`config.mk`:
```
export PLATFORM = sky130hd
export DESIGN_NAME = udp_tx_framer
export DESIGN_NICKNAME = d
export VERILOG_FILES = /design/src/rtl/udp_tx_pkg.sv /design/src/rtl/ip_hdr_csum.sv /design/src/rtl/udp_tx_framer.sv
export SDC_FILE = /design/constraint.sdc
export NUM_CORES = 1
export LEC_CHECK = 0
export CAP_MARGIN = 20
export CORE_UTILIZATION = 45
export CTS_CLUSTER_DIAMETER = 30
export DETAILED_ROUTE_END_ITERATION = 10
export MAX_ROUTING_LAYER = met4
export PLACE_DENSITY = 0.66
export SYNTH_ARGS = -nofsm -noshare
export SYNTH_HDL_FRONTEND = slang
export SYNTH_HIERARCHICAL = 1
export SYNTH_SLANG_ARGS = --single-unit
```
`constraint.sdc`:
```
create_clock -name clk -period 4.7 [get_ports clk]
set_clock_uncertainty 0.15 [all_clocks]
set_input_delay 0.705 -clock clk [delete_from_list [all_inputs] [get_ports clk]]
set_output_delay 0.705 -clock clk [all_outputs]
set_load 0.01 [all_outputs]
```
`src/rtl/udp_tx_pkg.sv`:
```
// Shared constants, state encoding and helpers for the UDP TX framer.
// Define UDP_TX_VLAN_EN to build the 802.1Q-tagged variant (46-byte header, 64-byte minimum).
package udp_tx_pkg;

`ifdef UDP_TX_VLAN_EN
    localparam int ETH_HDR_LEN = 18;
    localparam int MIN_FRAME   = 64;
`else
    localparam int ETH_HDR_LEN = 14;
    localparam int MIN_FRAME   = 60;
`endif
    localparam int IP_HDR_LEN    = 20;
    localparam int UDP_HDR_LEN   = 8;
    localparam int HDR_LEN       = ETH_HDR_LEN + IP_HDR_LEN + UDP_HDR_LEN;
    localparam int MIN_PAYLOAD   = MIN_FRAME - HDR_LEN;
    localparam int IP_CSUM_WORDS = IP_HDR_LEN / 2;

    localparam logic [15:0] ETYPE_IPV4   = 16'h0800;
    localparam logic [15:0] ETYPE_VLAN   = 16'h8100;
    localparam logic [7:0]  IP_PROTO_UDP = 8'h11;

    typedef enum logic [2:0] {
        S_IDLE,
        S_CSUM,
        S_HDR,
        S_PAY,
        S_PAD,
        S_DRAIN
    } tx_state_t;

    typedef logic [5:0] hdr_idx_t;

    // One's-complement add with the end-around carry folded back in.
    function automatic logic [15:0] ones_add(input logic [15:0] a, input logic [15:0] b);
        logic [16:0] s;
        s = {1'b0, a} + {1'b0, b};
        return s[15:0] + {15'd0, s[16]};
    endfunction

endpackage

```
`src/rtl/ip_hdr_csum.sv`:
```
// Sequential IPv4 header checksum: one 16-bit header word per cycle over 10 cycles.
module ip_hdr_csum
    import udp_tx_pkg::*;
#(
    parameter logic [31:0] SRC_IP = 32'hC0A80001,
    parameter logic [31:0] DST_IP = 32'hC0A80002,
    parameter logic [7:0]  TTL    = 8'd64
) (
    input  logic        clk,
    input  logic        rst_n,
    input  logic        start,
    input  logic [15:0] total_len,
    input  logic [15:0] ip_id,
    output logic [15:0] csum,
    output logic        done
);

    logic        running;
    logic [3:0]  word_idx;
    logic [15:0] acc;
    logic [15:0] word;
    logic [15:0] acc_next;

    // Checksum field itself (word 5) is summed as zero.
    always_comb begin
        word = 16'h0000;
        case (word_idx)
            4'd0:    word = 16'h4500;
            4'd1:    word = total_len;
            4'd2:    word = ip_id;
            4'd3:    word = 16'h4000;
            4'd4:    word = {TTL, IP_PROTO_UDP};
            4'd6:    word = SRC_IP[31:16];
            4'd7:    word = SRC_IP[15:0];
            4'd8:    word = DST_IP[31:16];
            4'd9:    word = DST_IP[15:0];
            default: word = 16'h0000;
        endcase
    end

    assign acc_next = ones_add(acc, word);
    assign done     = running && (word_idx == 4'(IP_CSUM_WORDS - 1));

    always_ff @(posedge clk or negedge rst_n) begin
        if (!rst_n) begin
            running  <= 1'b0;
            word_idx <= 4'd0;
            acc      <= 16'h0000;
            csum     <= 16'h0000;
        end else if (start) begin
            running  <= 1'b1;
            word_idx <= 4'd0;
            acc      <= 16'h0000;
        end else if (running) begin
            acc      <= acc_next;
            word_idx <= word_idx + 4'd1;
            if (done) begin
                running <= 1'b0;
                csum    <= ~acc_next;
            end
        end
    end

endmodule

```
`src/rtl/udp_tx_framer.sv`:
```
// Wraps a length-tagged payload stream into an Ethernet II / IPv4 / UDP frame (no FCS).
// Define UDP_TX_VLAN_EN to insert an 802.1Q tag (adds VLAN_TCI parameter).
module udp_tx_framer
    import udp_tx_pkg::*;
#(
    parameter logic [47:0] SRC_MAC     = 48'h000A35000001,
    parameter logic [47:0] DST_MAC     = 48'hFFFFFFFFFFFF,
    parameter logic [31:0] SRC_IP      = 32'hC0A80001,
    parameter logic [31:0] DST_IP      = 32'hC0A80002,
    parameter logic [15:0] SRC_PORT    = 16'd5000,
    parameter logic [15:0] DST_PORT    = 16'd5001,
    parameter logic [7:0]  TTL         = 8'd64,
    parameter int          MAX_PAYLOAD = 1472
`ifdef UDP_TX_VLAN_EN
    ,
    parameter logic [15:0] VLAN_TCI    = 16'h0001
`endif
) (
    input  logic        clk,
    input  logic        rst_n,
    input  logic        req_valid,
    output logic        req_ready,
    input  logic [15:0] req_len,
    input  logic [7:0]  s_axis_tdata,
    input  logic        s_axis_tvalid,
    output logic        s_axis_tready,
    input  logic        s_axis_tlast,
    output logic [7:0]  m_axis_tdata,
    output logic        m_axis_tvalid,
    input  logic        m_axis_tready,
    output logic        m_axis_tlast,
    output logic        m_axis_tuser,
    output logic        busy,
    output logic        err_len,
    output logic [15:0] frame_cnt
);

    tx_state_t   state;
    logic [15:0] len_q;
    logic [15:0] byte_cnt;
    hdr_idx_t    hdr_idx;
    logic [5:0]  pad_cnt;
    logic        bad_q;
    logic        fill_q;
    logic [15:0] ip_id;
    logic [15:0] ip_csum;
    logic        csum_done;

    logic [15:0] total_len;
    logic [15:0] udp_len;
    logic        len_bad;
    logic        csum_start;
    logic        short_frame;
    logic        last_pay;
    logic        late_end;
    logic        pay_beat;
    logic        pay_tlast;
    logic [5:0]  pad_len;
    logic [7:0]  hdr_byte;
    logic [HDR_LEN*8-1:0] hdr_vec;

    assign total_len   = len_q + 16'(IP_HDR_LEN + UDP_HDR_LEN);
    assign udp_len     = len_q + 16'(UDP_HDR_LEN);
    assign len_bad     = (req_len == 16'd0) || (req_len > 16'(MAX_PAYLOAD));
    assign csum_start  = (state == S_IDLE) && req_valid && !len_bad;
    assign short_frame = len_q < 16'(MIN_PAYLOAD);
    assign last_pay    = byte_cnt == 16'd1;
    assign late_end    = !fill_q && !s_axis_tlast;
    assign pay_beat    = m_axis_tready && (fill_q || s_axis_tvalid);
    assign pay_tlast   = last_pay && !short_frame;
    assign pad_len     = 6'(MIN_PAYLOAD) - len_q[5:0];

    assign hdr_vec = {DST_MAC, SRC_MAC,
`ifdef UDP_TX_VLAN_EN
                      ETYPE_VLAN, VLAN_TCI,
`endif
                      ETYPE_IPV4, 8'h45, 8'h00, total_len, ip_id, 16'h4000,
                      TTL, IP_PROTO_UDP, ip_csum, SRC_IP, DST_IP,
                      SRC_PORT, DST_PORT, udp_len, 16'h0000};
    assign hdr_byte = hdr_vec[(HDR_LEN - 1 - int'(hdr_idx))*8 +: 8];

    ip_hdr_csum #(
        .SRC_IP (SRC_IP),
        .DST_IP (DST_IP),
        .TTL    (TTL)
    ) u_csum (
        .clk       (clk),
        .rst_n     (rst_n),
        .start     (csum_start),
        .total_len (total_len),
        .ip_id     (ip_id),
        .csum      (ip_csum),
        .done      (csum_done)
    );

    // Frame sequencing; a short frame that overruns its length drains first, then pads.
    always_ff @(posedge clk or negedge rst_n) begin
        if (!rst_n) begin
            state     <= S_IDLE;
            len_q     <= 16'd0;
            byte_cnt  <= 16'd0;
            hdr_idx   <= '0;
            pad_cnt   <= 6'd0;
            bad_q     <= 1'b0;
            fill_q    <= 1'b0;
            ip_id     <= 16'd0;
            frame_cnt <= 16'd0;
            err_len   <= 1'b0;
        end else begin
            err_len <= 1'b0;
            case (state)
                S_IDLE: begin
                    if (req_valid) begin
                        if (len_bad) begin
                            err_len <= 1'b1;
                        end else begin
                            len_q    <= req_len;
                            byte_cnt <= req_len;
                            hdr_idx  <= '0;
                            bad_q    <= 1'b0;
                            fill_q   <= 1'b0;
                            state    <= S_CSUM;
                        end
                    end
                end
                S_CSUM: begin
                    if (csum_done) state <= S_HDR;
                end
                S_HDR: begin
                    if (m_axis_tready) begin
                        if (hdr_idx == hdr_idx_t'(HDR_LEN - 1)) state <= S_PAY;
                        else hdr_idx <= hdr_idx + 1'b1;
                    end
                end
                S_PAY: begin
                    if (pay_beat) begin
                        byte_cnt <= byte_cnt - 16'd1;
                        if (last_pay) begin
                            if (!short_frame) begin
                                frame_cnt <= frame_cnt + 16'd1;
                                ip_id     <= ip_id + 16'd1;
                                state     <= late_end ? S_DRAIN : S_IDLE;
                            end else begin
                                bad_q   <= bad_q | late_end;
                                pad_cnt <= pad_len;
                                state   <= late_end ? S_DRAIN : S_PAD;
                            end
                        end else if (!fill_q && s_axis_tlast) begin
                            fill_q <= 1'b1;
                            bad_q  <= 1'b1;
                        end
                    end
                end
                S_DRAIN: begin
                    if (s_axis_tvalid && s_axis_tlast) state <= short_frame ? S_PAD : S_IDLE;
                end
                S_PAD: begin
                    if (m_axis_tready) begin
                        if (pad_cnt == 6'd1) begin
                            frame_cnt <= frame_cnt + 16'd1;
                            ip_id     <= ip_id + 16'd1;
                            state     <= S_IDLE;
                        end else begin
                            pad_cnt <= pad_cnt - 6'd1;
                        end
                    end
                end
                default: state <= S_IDLE;
            endcase
        end
    end

    // Output decode; payload passes straight through so it adds no latency.
    always_comb begin
        req_ready     = (state == S_IDLE);
        busy          = (state != S_IDLE);
        m_axis_tdata  = 8'h00;
        m_axis_tvalid = 1'b0;
        m_axis_tlast  = 1'b0;
        m_axis_tuser  = 1'b0;
        s_axis_tready = 1'b0;
        case (state)
            S_HDR: begin
                m_axis_tvalid = 1'b1;
                m_axis_tdata  = hdr_byte;
            end
            S_PAY: begin
                m_axis_tlast = pay_tlast;
                if (fill_q) begin
                    m_axis_tvalid = 1'b1;
                    m_axis_tuser  = pay_tlast;
                end else begin
                    m_axis_tvalid = s_axis_tvalid;
                    m_axis_tdata  = s_axis_tdata;
                    s_axis_tready = m_axis_tready;
                    m_axis_tuser  = pay_tlast && !s_axis_tlast;
                end
            end
            S_DRAIN: s_axis_tready = 1'b1;
            S_PAD: begin
                m_axis_tvalid = 1'b1;
                m_axis_tlast  = (pad_cnt == 6'd1);
                m_axis_tuser  = (pad_cnt == 6'd1) && bad_q;
            end
            default: ;
        endcase
    end

endmodule

```
=== Yosys cells after proc, flatten, opt, wreduce, memory -nomap -nowiden ===
Index checks and enable logic that the tools add are counted.

* Bits in registers: 119
* Input port bits: 30
* Output and inout port bits: 31
* Word-level logic and storage cells: 174

* Add/subtract/negate cells: 12
* Order comparisons: 2
* Equality and inequality tests: 34
* Shift operators: 1
* Mux-type cells: 72
* Bitwise logic cells: 4
* Reductions and logical operators: 35

{| class="wikitable"
|+ Operators by type and width
! operator !! number
|-
| $shiftx 336x10->8 || 1
|-
| $mux 16 || 15
|-
| $pmux 16 s8 || 1
|-
| $pmux 16 s2 || 3
|-
| $mux 6 || 9
|-
| $mux 3 || 13
|-
| $add 16x1->16 const B || 2
|-
| $ne 2x2->1 const B || 16
|-
| $pmux 6 s2 || 2
|-
| $reduce_and 6->1 || 4
|-
| $mux 1 || 18
|-
| $pmux 3 s6 || 1
|-
| $add 16x16->17 || 1
|-
| $add 16x1->16 || 1
|-
| $add 16x4->16 const B || 1
|-
| $add 16x5->16 const B || 1
|-
| $eq 16x1->1 const B || 1
|-
| $gt 16x11->1 const B || 1
|-
| $logic_not 16->1 || 1
|-
| $lt 16x5->1 const B || 1
|-
| $not 16->16 || 1
|-
| $pmux 8 s2 || 1
|-
| $sub 16x1->16 const B || 1
|-
| $eq 4x3->1 const B || 3
|-
| 31 further kinds || 61
|}

=== Longest topological paths before layout ===
* Depth in word-level cells: 7
* Mapped depth: 25
* Mapped depth without buffers: 24

=== Hierarchy ===
The synthesis kept the hierarchy.

{| class="wikitable"
|+ Modules (own cells, without submodules)
! module !! instances !! cells each !! area each (µm²) !! sequential area each (µm²)
|-
| udp_tx_framer || 1 || 761 || 6216.0 || 2052.0
|-
| ip_hdr_csum || 1 || 338 || 3086.7 || 925.9
|}

=== Worst setup path before layout ===
OpenSTA, ideal clock, no wires.

* Path kind: reg-to-reg
* Start point: reg len_q[3]
* End point: reg u_csum.acc[15]
* Library setup time: 96 ps
* Arrival time: 4935 ps
* Required time: 4454 ps
* Setup slack: -481 ps
* Stages on the path, launching flop included: 25
* Path buffers: 0
* Period minus slack after synthesis: 5181 ps
* Cells stage by stage: dfrtp_1 inv_1 ha_1 nor2b_1 o31a_1 or2_2 a221oi_1 nor3_1 ha_1 nand2_1 nor2_1 a21boi_1 o21ba_2 o31a_1 o21a_1 o21ai_0 nand2b_1 ha_1 and3_2 o211ai_4 nor4_4 and4b_4 nand4b_4 o311a_1 nor4_2

* Cells in the longest elaborated chain, start to end: 6

{| class="wikitable"
|+ Ends and longest elaborated chain
! item !! RTL line !! RTL
|-
| from (decl) || udp_tx_framer.sv:39 || <nowiki>logic [15:0] len_q;</nowiki>
|-
| from (signal assigned) || udp_tx_framer.sv:117 || <nowiki>len_q <= req_len;</nowiki>
|-
| $add 16x5->16 || udp_tx_framer.sv:62 || <nowiki>assign total_len = len_q + 16'(IP_HDR_LEN + UDP_HDR_LEN);</nowiki>
|-
| named net total_len[10] || udp_tx_framer.sv:49 || <nowiki>logic [15:0] total_len;</nowiki>
|-
| $pmux 16 s8 || ip_hdr_csum.sv:27 || <nowiki>case (word_idx)</nowiki>
|-
| $add 16x16->17 || udp_tx_pkg.sv:36 || <nowiki>s = {1'b0, a} + {1'b0, b};</nowiki>
|-
| $add 16x1->16 || udp_tx_pkg.sv:37 || <nowiki>return s[15:0] + {15'd0, s[16]};</nowiki>
|-
| $mux 16 || ip_hdr_csum.sv:54 || <nowiki>end else if (running) begin</nowiki>
|-
| $mux 16 || ip_hdr_csum.sv:50 || <nowiki>end else if (start) begin</nowiki>
|-
| to (signal assigned) || ip_hdr_csum.sv:55 || <nowiki>acc <= acc_next;</nowiki>
|-
| to (decl) || ip_hdr_csum.sv:20 || <nowiki>logic [15:0] acc;</nowiki>
|}

The timed path passes the listed nets, and every way through them passes these cells. The select of a mux whose other input is x is not followed.
A chain may end at the register's enable or synchronous reset.

=== Final worst setup path ===
* Start point: reg len_q[3]
* End point: reg u_csum.csum[14]

* Cells in the longest elaborated chain, start to end: 5

{| class="wikitable"
|+ Ends and longest elaborated chain
! item !! RTL line !! RTL
|-
| $add 16x5->16 || udp_tx_framer.sv:62 ||
|-
| named net total_len[10] || udp_tx_framer.sv:49 ||
|-
| $pmux 16 s8 || ip_hdr_csum.sv:27 ||
|-
| $add 16x16->17 || udp_tx_pkg.sv:36 ||
|-
| $add 16x1->16 || udp_tx_pkg.sv:37 ||
|-
| $not 16->16 || ip_hdr_csum.sv:59 || <nowiki>csum <= ~acc_next;</nowiki>
|-
| to (signal assigned) || ip_hdr_csum.sv:59 ||
|-
| to (decl) || ip_hdr_csum.sv:14 || <nowiki>output logic [15:0] csum,</nowiki>
|}

The timed path passes the listed nets, and every way through them passes these cells.

==> metrics.yaml <==
violations: "negative setup slack"
antenna_found_initial: 0
cp_num_buf_inv: 2
die_w_um: 146
rows: 52
synth_seq_cells: 119
rsz0062_at_grt: "yes"
start_util: 0.460
cp_common_cell: "o31a_1"
io_buffers: 60
pwr_density_cell_nw_per_um2: 705
worstSkewPairLatency_ns: 0.44
clkSinkCount: 119
clockBufferDepth: 2
vias: 9055
grt_pass1_vias: 8303
setup_viol: 11
dp_hpwl_um: 21000
synth_edf_count: 0
overflow: 0
grt_use_total: 0.282
syn_nets: 1168
layout-drive-gt1-share: 0.190
slew_headroom: 0.372
power.leakage_nw: 5.09
period_needed_ns: 4.84
numCtsBuffers: 17
routed_via_density: 5.96
place.gp.congestion: 0.972
grt_pass1_wl_um: 45800
min_period_over_period: 1.03
r2r_start: "len_q[3]"
timing.final.ws_setup_ns: -0.144
totalWireLength_um: 28700
synth_top_family_by_area: "simple AND/OR/NAND/NOR gates"
yosysSeqAreaShare: 0.320
cts-root-buf: "clkbuf_16"
cp-end-kind: "flip-flop"
final.setup.tns_ns: -0.842
critical_path.startpoint_type: "flip-flop"
syn-cell-area_um2: 9300
outcome: "finished, violations left"
arrival_ns: 5.02
coreArea_um2: 20200
antenna_cells: 0
ys_async_sr_fraction: 1.00
postRouteAntennaNets: 0
hold_buffers: 0
final_core_util: 0.577
finalHoldViolCount: 0
drv_slew: 0
grt_start_max_net_pins: 69
layout_common_cells: "122 x buf_4, 119 x nand2_1, 118 x dfrtp_1"
synth_mux_area_frac: 0.0292
die_h_um: 146
path_delay_family: "simple AND/OR/NAND/NOR gates"
synth_ff_type: "dfrtp_1"
cap_violations: 0
post_synth_inst_count: 1099
cts.clk_slew.worst_paths_ns: 0.06
max_freq_ghz: 0.206
synth_compound_area_frac: 0.215
yosys_warnings: 6
ir_drop_mv: 0.352
cts_tree: "built"
synthSimpleGateAreaFrac: 0.250
final_nets: 1306
required_ns: 4.87
synth-xor-area-share: 0.0837
htree_levels: 4
criticalPathCategory: "flip-flop to flip-flop"
yosysUniqueCellTypes: 97
cp_slowest_cell: "dfrtp_1"
drtPass1Iterations: 5
worst_pin_slew_ns: 0.932
synth_adder_area_share: 0.0533
io_pins: 61
drt-initial-drc-count: 751
avgSynthCellArea_um2: 8.46
startpoint: "len_q[3]"
area_growth_pct: 25.4
dieArea_um2: 21300
wl_per_cell_um: 18.9
crit_path_max_incr_delay_ns: 0.36
drc: 0
hold_path.class: "input port to asynchronous set/reset pin"
critPathMaxFanout: 5
final_common_cell: "buf_4"
cell families after synthesis:
kind of cell | Yosys count
compound gates | 282
flops | 119
mux | 26
simple gates | 450
buf+inv | 95
xor+xnor | 88
fa+ha+maj | 39
report_power, final:
group	leakage (nW)	total (mW)	switching [mW]	internal, mW
clock	0.283	1.35	0.577	0.772
sequential	1.46	1.74	0.408	1.33
combinational	3.34	5.14	2.89	2.25
total	5.09	8.23	3.87	4.35
sequential cells by signal, summed over array words and instances, names as in the netlist:
signal and flops:
ip_id 16, fill_q 1, bad_q 1, u_csum/acc 16
state 3, u_csum/word_idx 4, len_q 16, err_len 1
u_csum/running 1, pad_cnt 6, byte_cnt 16, frame_cnt 16
u_csum/csum 16, hdr_idx 6
worst reg2reg max path: stages, from the launching register on:
cell,delay [ns]
dfrtp_1,0.36
inv_2,0.07
ha_4,0.18
nor2b_4,0.13
o31a_1,0.26
or2_4,0.24
a221oi_2,0.24
nor3_2,0.09
ha_1,0.31
nand2_2,0.08
nor2_2,0.12
a21boi_2,0.19
o21ba_4,0.15
o31a_1,0.14
o21a_1,0.13
o21ai_1,0.07
nand2b_1,0.12
ha_2,0.20
and3_4,0.19
o211ai_4,0.08
nor4_4,0.25
and4b_4,0.30
nand4b_4,0.13
buf_4,0.17
xor2_1,0.14
mux2_4,0.26
path summary, 6_finish.rpt:
kind	depth (start not counted)	slack (ns)	end
max in group asynchronous	2	3.28	u_csum/acc[6]
max reg2reg	25	-0.14	u_csum/csum[14]
min reg2reg	1	0.32	frame_cnt[15]
max	25	-0.14	u_csum/csum[14]
min	1	0.20	hdr_idx[1]
min in group clk	1	0.32	frame_cnt[15]
final cells by class:
| class | count | area (um^2) |
|---|---|---|
| inverter | 33 | 126 |
| tap | 270 | 338 |
| fill | 1802 | 8570 |
| clock buffer | 19 | 453 |
| timing repair buffer | 181 | 1510 |
| sequential | 119 | 2980 |
| clock inverter | 13 | 135 |
| multi-input combinational | 885 | 6130 |
routing by layer:
| metal | GRT usage | routed length [um] |
|---|---|---|
| met1 | 0.395 | 13000 |
| met2 | 0.404 | 12700 |
| met3 | 0.0571 | 2230 |
| met4 | 0.0937 | 712 |
| met5 | - | 0 |
timing repair:
item | CTS | global route
pin swaps | 11 | 6
setup endpoints to repair | 14 | 25
buffers inserted | 7 | 8
gates resized for setup | 8 | 23
synth_stat cells (all sizes together) (7+ instances only):
cell type,n,area share
mux2i,17,0.018
and3,15,0.010
nand4,24,0.016
xor2,39,0.037
nor3b,8,0.0077
or3,7,0.0047
buf,29,0.021
a22o,8,0.0075
a31oi,17,0.011
nand2,122,0.050
a21oi,44,0.025
clkbuf,33,0.014
nand2b,9,0.0061
ha,38,0.051
o21ai,65,0.035
dfrtp,119,0.32
inv,31,0.013
a21boi,7,0.0056
and2,8,0.0055
o31ai,7,0.0056
nor2,113,0.046
mux2,9,0.011
xnor2,49,0.047
a21o,12,0.0098
nand3,43,0.023
nor2b,9,0.0061
nor3,35,0.020
o211ai,13,0.012
a211oi,21,0.019
nor4,27,0.022
o21a,8,0.0073
stage by stage:
stage	hold slack (ns)	power (mW)	instance area, um^2	worst slack, ns	instances
floorplan	0.259	4.87	9380	-0.236	1099
global placement	0.308	6.47	10800	-0.0855	1474
detailed placement	0.317	6.51	10800	-0.270	1474
CTS	0.252	7.96	11500	-0.0875	1513
global route	0.299	8.77	11700	-0.344	1520
finish	0.202	8.23	11700	-0.144	1520
Note: power is estimated with default switching activity, not from simulation.
